File: src/rtl/mem_if_arbiter.sv
// Two-port (fetch/load-store) arbiter onto one req/gnt memory interface with bus lock until grant.
// Define MEM_ARB_DMEM_PRIO_EN to give the d port fixed priority instead of round-robin.
module mem_if_arbiter #(
  parameter int unsigned MEM_ADDR_W = 64,
  parameter int unsigned MEM_DATA_W = 64,
  parameter int unsigned MEM_STRB_W = MEM_DATA_W / 8
) (
  input  logic                  g_clk,
  input  logic                  g_resetn,
  input  logic                  i_req,
  input  logic [MEM_ADDR_W-1:0] i_addr,
  input  logic                  i_wen,
  input  logic [MEM_STRB_W-1:0] i_strb,
  input  logic [MEM_DATA_W-1:0] i_wdata,
  output logic                  i_gnt,
  output logic                  i_err,
  output logic [MEM_DATA_W-1:0] i_rdata,
  input  logic                  d_req,
  input  logic [MEM_ADDR_W-1:0] d_addr,
  input  logic                  d_wen,
  input  logic [MEM_STRB_W-1:0] d_strb,
  input  logic [MEM_DATA_W-1:0] d_wdata,
  output logic                  d_gnt,
  output logic                  d_err,
  output logic [MEM_DATA_W-1:0] d_rdata,
  output logic                  mem_req,
  output logic [MEM_ADDR_W-1:0] mem_addr,
  output logic                  mem_wen,
  output logic [MEM_STRB_W-1:0] mem_strb,
  output logic [MEM_DATA_W-1:0] mem_wdata,
  input  logic                  mem_gnt,
  input  logic                  mem_err,
  input  logic [MEM_DATA_W-1:0] mem_rdata
);

  localparam logic [0:0] FREE   = 1'b0;
  localparam logic [0:0] LOCKED = 1'b1;

  typedef struct packed {
    logic [MEM_ADDR_W-1:0] addr;
    logic                  wen;
    logic [MEM_STRB_W-1:0] strb;
    logic [MEM_DATA_W-1:0] wdata;
  } mem_cmd_t;

  logic [0:0] lock_q, lock_d;
  logic       sel_q, sel_d;
  logic       last_q, last_d;
  logic       rsp_v_q, rsp_v_d;
  logic       rsp_own_q, rsp_own_d;
  logic       sel;
  logic       acc;
  mem_cmd_t   i_cmd, d_cmd, mem_cmd;

  // Port selection: a locked port keeps the bus until it is granted.
  always_comb begin
    sel = 1'b0;
    if (lock_q == LOCKED) begin
      sel = sel_q;
    end else if (i_req && d_req) begin
`ifdef MEM_ARB_DMEM_PRIO_EN
      sel = 1'b1;
`else
      sel = ~last_q;
`endif
    end else if (d_req) begin
      sel = 1'b1;
    end
  end

  assign i_cmd   = {i_addr, i_wen, i_strb, i_wdata};
  assign d_cmd   = {d_addr, d_wen, d_strb, d_wdata};
  assign mem_cmd = sel ? d_cmd : i_cmd;

  assign mem_req   = g_resetn & (sel ? d_req : i_req);
  assign mem_addr  = mem_cmd.addr;
  assign mem_wen   = mem_cmd.wen;
  assign mem_strb  = mem_cmd.strb;
  assign mem_wdata = mem_cmd.wdata;

  assign acc   = mem_req & mem_gnt;
  assign i_gnt = acc & ~sel;
  assign d_gnt = acc & sel;

  // Responses arrive one cycle after acceptance; rdata is shared, err is steered.
  assign i_err   = mem_err & rsp_v_q & ~rsp_own_q;
  assign d_err   = mem_err & rsp_v_q & rsp_own_q;
  assign i_rdata = mem_rdata;
  assign d_rdata = mem_rdata;

  always_comb begin
    lock_d    = lock_q;
    sel_d     = sel_q;
    last_d    = last_q;
    rsp_v_d   = 1'b0;
    rsp_own_d = rsp_own_q;
    case (lock_q)
      FREE: begin
        if (mem_req && !mem_gnt) begin
          lock_d = LOCKED;
          sel_d  = sel;
        end
      end
      LOCKED: begin
        if (mem_gnt) begin
          lock_d = FREE;
        end
      end
      default: lock_d = FREE;
    endcase
    if (acc) begin
      last_d    = sel;
      rsp_v_d   = 1'b1;
      rsp_own_d = sel;
    end
  end

  always_ff @(posedge g_clk or negedge g_resetn) begin
    if (!g_resetn) begin
      lock_q    <= FREE;
      sel_q     <= 1'b0;
      last_q    <= 1'b1;
      rsp_v_q   <= 1'b0;
      rsp_own_q <= 1'b0;
    end else begin
      lock_q    <= lock_d;
      sel_q     <= sel_d;
      last_q    <= last_d;
      rsp_v_q   <= rsp_v_d;
      rsp_own_q <= rsp_own_d;
    end
  end

endmodule
File: config.mk
export PLATFORM = sky130hd
export DESIGN_NAME = mem_if_arbiter
export DESIGN_NICKNAME = d
export VERILOG_FILES = /design/src/rtl/mem_if_arbiter.sv
export SDC_FILE = /design/constraint.sdc
export NUM_CORES = 1
export LEC_CHECK = 0
export BUFFER_PORTS_ARGS = -buffer_cell sky130_fd_sc_hd__buf_2
export CAP_MARGIN = 0
export CORE_AREA = 4 4 239 241
export DETAILED_ROUTE_END_ITERATION = 7
export DIE_AREA = 0 0 243 245
export GPL_TIMING_DRIVEN = 0
export PLACE_DENSITY = 0.39
export SKIP_CTS_REPAIR_TIMING = 1
export SLEW_MARGIN = 20
export SYNTH_ARGS = -nofsm -noshare
export SYNTH_HDL_FRONTEND = slang
export SYNTH_SLANG_ARGS = --single-unit
File: constraint.sdc
create_clock -name g_clk -period 1.49 [get_ports g_clk]
set_clock_uncertainty 0.2 [all_clocks]
set_input_delay 0 -clock g_clk [delete_from_list [all_inputs] [get_ports g_clk]]
set_output_delay 0 -clock g_clk [all_outputs]
set_load 0.01 [all_outputs]
==> impl_metrics.tcl <==
set metrics [dict create \
    status "finished, violations left" \
    violations "hold timing, setup timing" \
    synthCells 307 \
    drc 0 \
    die_h_um 245 \
    met3WireLength_um 1540 \
    synth_warnings 0 \
    maxUsedRoutingLayer "met4" \
    clk_latency_ns 0.23 \
    cts_inserted_buffers 3 \
    die_w_um 243 \
    dpl.cell_count 1560 \
    cap_viol_max_count 0 \
    path_class "reg2out" \
    fin_cells 1623 \
    min_period_ns 2.20 \
    post-route-period-util 1.47 \
    fin_util 0.148 \
    ys_seq_elements 5 \
    worstPathRequired_ns 1.29 \
    ys_types 21 \
    grt_pass1_wl_um 29500 \
    synth_area_leaders "mux2_4 (51%), buf_4 (27%), mux2_2 (6.4%), buf_12 (6.3%), dfrtp_1 (2.9%)" \
    hp-class "in2out" \
    yosys.area.top_type_share 0.510 \
    core_area_um2 54900 \
    yosysSeqAreaShare 0.0360 \
    area_delta_synth_final_pct 131 \
    p_leak_nw 4.54 \
    finish.instance_area_um2 8100 \
    slew_headroom 0.766 \
    grt_pass1_vias 4561 \
    antenna_found_initial 3 \
    first_iter_violations 58 \
    grt_max_degree 11 \
    place.gp.congestion 0.861 \
    wl_met1_um 8060 \
    placed_cell_area_um2 7170 \
    cts_tree "yes" \
    hpwl_um 20800 \
    critical_path.startpoint_type "flop" \
    final_cell_mix "buf_2 (509), buf_4 (128), mux2_4 (123)" \
    wl_per_cell_um 14.4 \
    gr-usage-all-layers 0.0648 \
    gr-total-overflow 0 \
    synthesis.area_um2 3510 \
    vias_per_cell 2.80 \
    power_density_nw_per_um2 597 \
    n_fill_cell 6224 \
    fin_ws_ns -0.706 \
    cp.arrival_ns 2.00 \
    final_common_cell "buf_2" \
    yosysTopAreaCell "mux2_4" \
    drive_above_1_share 0.920 \
    p_total_mw 4.84 \
    rows 86 \
    synth_area_per_cell_um2 11.4 \
    min_from "mem_rdata[13]" \
    cts_sinks 5 \
    drt-total-wl_um 23300 \
    cts.reportedPaths.clkPinSlew_ns 0.04 \
    start_util 0.0639 \
    rsz0062_at_grt "yes" \
    ant_nets 0 \
    drt_first_pass_iters 4 \
    maxSlewViolCount 0 \
    die_area_um2 59500 \
    portBuffers 549 \
    cp-startpoint "last_q" \
    fmax_ghz 0.455 \
    fin_nets 1263 \
    vias 4541 \
    wl_met2_um 13200 \
    io_pins 614 \
    endpoint_kind "output pin" \
    finalHoldViolations 41 \
    hold_slack_ns -0.0152 \
    htreeDepth 1 \
    cp_max_fo 10 \
    cts_buffer_depth 2 \
    setup_viol 143 \
    r2r-start "sel_q" \
    vdd_ir_drop_max_v 0.000292 \
    worst_slew_pin_slew_ns 0.352 \
    cts_root_buf "clkbuf_16" \
    synth_nets 651 \
]
## cell families (layout without fill, tap and decap cells)
| family | count (synthesis) | after routing | share of synthesized area |
|---|---|---|---|
| other | 0 | 1 | 0 |
| AO/OA/AOI/OAI | 8 | 8 | 0.0261 |
| flip-flops | 5 | 5 | 0.0360 |
| AND/OR/NAND/NOR | 9 | 9 | 0.0128 |
| multiplexers | 139 | 139 | 0.574 |
| buffers and inverters | 146 | 757 | 0.351 |
## path summary, 6_finish.rpt
path                       cells after the start       endpoint  slack (ns)
setup / recovery                               6  mem_wdata[37]       -0.71
max in group asynchronous                      3         last_q        0.26
setup reg to reg                               4         last_q       -0.20
hold / removal                                 2    i_rdata[13]       -0.02
hold reg to reg                                1      rsp_own_q        0.40
min in group asynchronous                      3      rsp_own_q        0.57
## report_power, final
group | switching (mW) | internal [mW]
sequential | 0.0336 | 0.174
combinational | 1.74 | 2.45
clock | 0.0938 | 0.351
## routing by layer
layer | global-route usage | vias up
met1 | 0.0667 | 2080
met2 | 0.135 | 286
met5 | 0 | -
li1 | - | 2155
met3 | 0.0110 | 20
met4 | 0.0139 | 0
## synth_stat cells
cell and number:
dfstp_2 1, o2111ai_2 1, buf_6 3, mux2_4 119
a21boi_0 1, dfrtp_1 4, buf_4 128, inv_1 3
a21oi_1 1, mux2_2 20, nor2_1 3, and3_1 1
nand2_1 3, a21boi_4 2, buf_2 1, or3b_1 1
a22o_1 1, nor3b_1 1, o211ai_1 1, a21bo_2 1
buf_12 11
## state kept, by name, summed over array words and instances, names as in the netlist
name / flops
sel_q: 1
lock_q: 1
last_q: 1
rsp_own_q: 1
rsp_v_q: 1
## cell type report
type                    instances  area (µm²)  share of cell area
inverters                       3        11.3             0.00139
plain buffers                 143        1230               0.152
flip-flops and latches          5         128              0.0158
well taps                     704         881               0.109
clock inverters                 1        5.00            0.000618
repair buffers                607        3590               0.443
diodes                          1        2.50            0.000309
multi-input cells             156        2180               0.270
clock buffers                   3        75.1             0.00927
## per-stage QoR
step | setup WS (ns) | setup TNS, ns
6_report | -0.706 | -86.32
5_1_grt | -0.774 | -95.97
4_1_cts | -0.749 | -92.03
3_5_place_dp | -0.501 | -57.72
3_3_place_gp | -0.498 | -56.54
2_1_floorplan | -0.128 | -16.24
## worst max-delay path: stages, from the launching register on
cell,delay [ns]
dfstp_2,0.55
a21boi_4,0.07
a21boi_4,0.19
buf_12,0.21
buf_12,0.18
mux2_4,0.30
buf_2,0.19
(Power assumes the default switching activity.)
